**config.mk**
```make
export PLATFORM = sky130hd
export DESIGN_NAME = ser_arbiter
export DESIGN_NICKNAME = d
export VERILOG_FILES = /design/src/rtl/ser_arb_pkg.sv /design/src/rtl/ser_arbiter_rr.sv /design/src/rtl/ser_arbiter.sv
export SDC_FILE = /design/constraint.sdc
export NUM_CORES = 1
export LEC_CHECK = 0
export ABC_AREA = 1
export CAP_MARGIN = 15
export CORE_UTILIZATION = 25
export DETAILED_ROUTE_END_ITERATION = 8
export HOLD_SLACK_MARGIN = 0.06
export PLACE_DENSITY = 0.54
export SYNTH_ARGS = -nofsm -noshare
export SYNTH_HDL_FRONTEND = slang
export SYNTH_SLANG_ARGS = --single-unit
```
**constraint.sdc**
```tcl
create_clock -name clk -period 2.6 [get_ports clk]
set_input_delay 0.39 -clock clk [delete_from_list [all_inputs] [get_ports clk]]
set_output_delay 0.39 -clock clk [all_outputs]
set_load 0.05 [all_outputs]
```
**src/rtl/ser_arb_pkg.sv**
```systemverilog
// Shared types and width helpers for the serializer arbiter.
package ser_arb_pkg;

  // Arbiter FSM: IDLE arbitrates, BUSY waits for the serializer to drain a word.
  typedef enum logic {
    IDLE = 1'b0,
    BUSY = 1'b1
  } state_t;

  // Bit counter must be able to hold the value L.
  function automatic int cnt_w(input int l);
    return $clog2(l + 1);
  endfunction

  // Requester index width; never narrower than one bit.
  function automatic int idx_w(input int n);
    return (n < 2) ? 1 : $clog2(n);
  endfunction

endpackage

```
**src/rtl/ser_arbiter_rr.sv**
```systemverilog
// Combinational round-robin pick: scans upward from ptr+1 (mod N) and returns
// the first set request as a one-hot grant plus its index. The pointer itself
// lives in the parent so this block stays stateless.
module rr_arbiter #(
  parameter int N  = 4,
  parameter int IW = 2
) (
  input  logic [N-1:0]  req,
  input  logic [IW-1:0] ptr,
  input  logic          en,
  output logic [N-1:0]  gnt,
  output logic [IW-1:0] gnt_idx
);

  // Rotating-priority scan with explicit wrap so non-power-of-two N never
  // produces an index of N or above.
  always_comb begin
    logic [IW:0] pos;
    logic        found;
    gnt     = '0;
    gnt_idx = '0;
    found   = 1'b0;
    pos     = '0;
    for (int k = 1; k <= N; k++) begin
      pos = {1'b0, ptr} + (IW+1)'(k);
      if (pos >= (IW+1)'(N)) pos = pos - (IW+1)'(N);
      if (en && !found && req[pos[IW-1:0]]) begin
        found                = 1'b1;
        gnt[pos[IW-1:0]]     = 1'b1;
        gnt_idx              = pos[IW-1:0];
      end
    end
  end

endmodule

```
**src/rtl/ser_arbiter.sv**
```systemverilog
// ser_arbiter: shares one L-bit serializer between N word producers.
// Round-robin grant, one-cycle ack/qstrobe load, then waits for L qbiten
// pulses before arbitrating again. ser_src tags the stream owner.
// Optional feature macro: SER_ARB_TIMEOUT_EN adds an err port and aborts a
// word that has not completed TMO cycles after its qstrobe.
//
// Handshake: a requester holds req and data stable until it samples ack high;
// ack is a one-cycle pulse meaning data was captured. Keeping req high after
// ack asks for another word; dropping req before ack withdraws the request.
module ser_arbiter
  import ser_arb_pkg::*;
#(
  parameter int L   = 8,
  parameter int N   = 4,
  parameter int TMO = 64
) (
  input  logic                  clk,
  input  logic                  reset,
  input  logic [N-1:0]          req,
  input  logic [N*L-1:0]        data,
  output logic [N-1:0]          ack,
  output logic [L-1:0]          ser_q,
  output logic                  ser_qstrobe,
  input  logic                  ser_qbiten,
  output logic [idx_w(N)-1:0]   ser_src,
  output logic                  busy,
  output logic                  word_done,
`ifdef SER_ARB_TIMEOUT_EN
  output logic                  err,
`endif
  output state_t                state_dbg
);

  localparam int IW = idx_w(N);
  localparam int CW = cnt_w(L);

  if (N < 2 || L < 1 || TMO < 1) begin : g_bad_params
    $error("ser_arbiter: needs N >= 2, L >= 1, TMO >= 1");
  end

  state_t          state;
  logic [IW-1:0]   ptr;
  logic [CW-1:0]   bitcnt;
  logic [N-1:0]    gnt;
  logic [IW-1:0]   gnt_idx;
  logic [L-1:0]    win_word;

`ifdef SER_ARB_TIMEOUT_EN
  localparam int TW = $clog2(TMO + 1);
  logic [TW-1:0]   tmo_cnt;
`endif

  assign state_dbg = state;

  rr_arbiter #(
    .N  (N),
    .IW (IW)
  ) u_rr (
    .req     (req),
    .ptr     (ptr),
    .en      (state == IDLE),
    .gnt     (gnt),
    .gnt_idx (gnt_idx)
  );

  // Select the winning requester's word using the one-hot grant.
  always_comb begin
    win_word = '0;
    for (int i = 0; i < N; i++) begin
      if (gnt[i]) win_word = data[i*L +: L];
    end
  end

  // Arbitration / drain FSM with all outputs registered.
  always_ff @(posedge clk or posedge reset) begin
    if (reset) begin
      state       <= IDLE;
      ptr         <= IW'(N - 1);
      bitcnt      <= '0;
      ack         <= '0;
      ser_q       <= '0;
      ser_qstrobe <= 1'b0;
      ser_src     <= '0;
      busy        <= 1'b0;
      word_done   <= 1'b0;
`ifdef SER_ARB_TIMEOUT_EN
      tmo_cnt     <= '0;
      err         <= 1'b0;
`endif
    end else begin
      ack         <= '0;
      ser_qstrobe <= 1'b0;
      word_done   <= 1'b0;
`ifdef SER_ARB_TIMEOUT_EN
      err         <= 1'b0;
`endif
      case (state)
        IDLE: begin
          if (|req) begin
            ack         <= gnt;
            ser_qstrobe <= 1'b1;
            ser_q       <= win_word;
            ser_src     <= gnt_idx;
            busy        <= 1'b1;
            ptr         <= gnt_idx;
            bitcnt      <= '0;
            state       <= BUSY;
`ifdef SER_ARB_TIMEOUT_EN
            tmo_cnt     <= '0;
`endif
          end
        end
        BUSY: begin
`ifdef SER_ARB_TIMEOUT_EN
          tmo_cnt <= tmo_cnt + 1'b1;
`endif
          if (ser_qbiten) begin
            bitcnt <= bitcnt + 1'b1;
          end
          if (ser_qbiten && bitcnt == CW'(L - 1)) begin
            word_done <= 1'b1;
            busy      <= 1'b0;
            state     <= IDLE;
          end
`ifdef SER_ARB_TIMEOUT_EN
          // Completion on the same edge wins over the timeout.
          else if (tmo_cnt == TW'(TMO - 1)) begin
            err   <= 1'b1;
            busy  <= 1'b0;
            state <= IDLE;
          end
`endif
        end
        default: state <= IDLE;
      endcase
    end
  end

endmodule

```
==> impl_metrics.yaml <==
clock_tree:
  ctsHoldBuffers: 0
  clock_sinks: 24
  cts_setup_buffers: 0
  clkSlewWorstSetupHoldPaths_ns: 0.09
  clkLatencyLatePin_ns: 0.27
  cts_tree: "done"
  cts_buffer_depth: 2
  htree_levels: 1
  cts_made_buffers: 3
  root_buffer: "clkbuf_8"
  cts-resized-gates: 0
finish:
  seq_area_um2: 603
  multiInputGateArea_um2: 983
  fill_cells: 674
  antenna_cells: 0
  drive_gt1_frac: 0.184
  final_common_cell: "clkdlybuf4s50_1"
  syn2layout_area_growth_pct: 44.0
  nets: 315
  layout_common_cells: "clkdlybuf4s50_1 (56), nand2_1 (50), nand3_1 (24), dfrtp_1 (22), inv_1 (20)"
pwr:
  power_density_nw_per_um2: 943
  ir_worst_vdd_mv: 0.291
  pwr-share-clk: 0.143
  switchingPower_w: 0.00111
  p_int_w: 0.00121
  p_seq_frac: 0.256
  leakage_nw: 1.17
  p_sw_frac: 0.478
  pwr-share-comb: 0.601
setup_path:
  cp-endpoint: "ser_q[3]"
  worst-setup-path-type: "register to register"
  r2r_slack_ns: 0.24
  startpoint_type: "register"
  r2r_cells: 12
  timing.rr.end: "ser_q[3]"
  timing.rr.start: "ptr[0]"
  startpoint: "ptr[0]"
  cp_max_fo: 17
  arrival_ns: 2.51
  end_kind: "register"
  required_ns: 2.76
job:
  maxCapViolCount: 0
logic_synthesis:
  ys_types: 30
  synth.cell_area_um2: 1700
  syn_avg_cell_area_um2: 8.39
  postSynthCellCount: 203
  synth-seq-cells: 24
  yosysTopAreaCell: "dfrtp_1"
  ys_seq_area_frac: 0.354
  yosysWarnings: 0
  synth_nets: 250
  synth_top_area_frac: 0.323
  synthTopCellsByArea: "dfrtp_1 (32%), nand2_1 (11%), nand3_1 (7.0%)"
global_route:
  antenna_found_initial: 0
  gr-usage-all-layers: 0.130
  grt.overflow.total: 0
  grt_pass1_vias: 1588
  use_met3: 0.0177
  grt_max_degree: 25
  grt_pass1_wl_um: 7530
  grt.busiest_layer: "met2"
  grt_use_met2: 0.208
  met1_usage: 0.178
placement:
  place_congestion: 0.860
  post-place-ws_ns: 0.241
  numPortBuffers: 56
  hpwlAfterDp_um: 3400
floorplan:
  start_util: 0.264
  die_w_um: 84.6
  io_pins: 57
  die_area_um2: 7150
  num_rows: 29
  die_y_um: 84.6
  coreArea_um2: 6460
timing:
  layout_min_cycle_time_ns: 2.36
  max_slew.worst_pin.slew_ns: 0.531
  max_slew_margin: 0.645
  drv_slew: 0
  finalSetupTns_ns: 0
  setup_viol: 0
  hold_viol_final: 0
  setup_ws_ns: 0.245
  fin_worst_skew_ns: 0.00384
  clock.fmax_mhz: 425
  rsz0062_at_grt: "false"
  fin_crit_sh: 0.906
route:
  vias_per_cell: 4.60
  first_iter_violations: 80
  vias: 1582
  post_drt_wl_per_cell_um: 12.9
  drc_errors: 7
  drtAntennaViolNets: 0
  totalWireLength_um: 4450
  dr.pass1.iters: 7
outcome:
  status: "finished with violations"
  violations: "design-rule violations"
min_path:
  hold_path_class: "input port to asynchronous set/reset pin"
## worst max-delay path, stage by stage, from the launching register on
cell and delay, ns:
dfstp_2 0.55, inv_2 0.04, ha_1 0.33, inv_1 0.15
nand3_2 0.11, nand2_4 0.09, nand2_4 0.06, nor2_4 0.28
nand3_1 0.18, nand3_4 0.23, a21oi_1 0.10, nand2_1 0.07
nand2_1 0.05
## worst min path at each step
stage | to | slack [ns] | cells past startpoint
2_1_floorplan | ack[0] | 0.40 | 1
3_3_place_gp | ser_src[0] | 0.47 | 2
3_5_place_dp | ser_src[0] | 0.48 | 2
4_1_cts | busy | 0.49 | 3
5_1_grt | word_done | 0.50 | 3
6_report | ser_q[2] | 0.48 | 3
## power by group through the flow
stage                     clock network [W]  registers (W)  logic (W)
final                              0.000331       0.000592    0.00139
after global routing               0.000361       0.000607    0.00151
after CTS                          0.000341       0.000594    0.00141
after detailed placement                  0       0.000602    0.00140
after global placement                    0       0.000597    0.00140
after floorplan                           0       0.000921   0.000655
## state kept, by name, summed over array words and instances, names as in the netlist
name         cells
busy             1
state_dbg        1
ack              4
ser_src          2
bitcnt           4
word_done        1
ser_q            8
ser_qstrobe      1
ptr              2
## stage by stage
stage	std cells	hold WS, ns	utilization	power (W)	area, um2
after global routing	344	0.504	0.380	0.00248	2450
after floorplan	203	0.403	-	0.00158	1700
after global placement	340	0.469	0.369	0.00200	2380
final	344	0.476	0.380	0.00231	2450
after CTS	344	0.487	0.380	0.00234	2450
after detailed placement	340	0.478	0.369	0.00201	2380
## routing by layer
metal | share of wire | wire length (um) | up-vias
li1 | - | - | 811
met1 | 0.47 | 2080 | 717
met2 | 0.45 | 2000 | 50
met3 | 0.069 | 305 | 4
met4 | 0.014 | 61 | 0
met5 | 0 | 0 | -
## synthesized netlist by cell type, drive strengths merged
cell,count
nand4,4
a22oi,8
dfstp,2
a21oi,17
xor2,1
nor4,1
buf,3
nand2,62
o22ai,1
ha,8
inv,23
nand3,37
nor2,7
nor3,1
dfrtp,22
o21ai,5
o2111ai,1
## cell families (layout without fill, tap and decap cells)
logic type	Yosys count	after routing	synth area share
AND/OR/NAND/NOR	112	112	0.402
adder cells (fa/ha/maj)	8	8	0.0587
AO/OA/AOI/OAI	32	32	0.111
flip-flops	24	24	0.354
XOR/XNOR	1	1	0.00514
buffers and inverters	26	90	0.0690
## cell type report
cell class,count,share of cell area
multi-input combinational,153,0.401
tap,77,0.0393
clock buffer,3,0.0168
inverter,23,0.0352
sequential,24,0.246
clock inverter,1,0.0122
timing repair buffer,63,0.250
No activity file was read; power rests on OpenSTA's default activity.
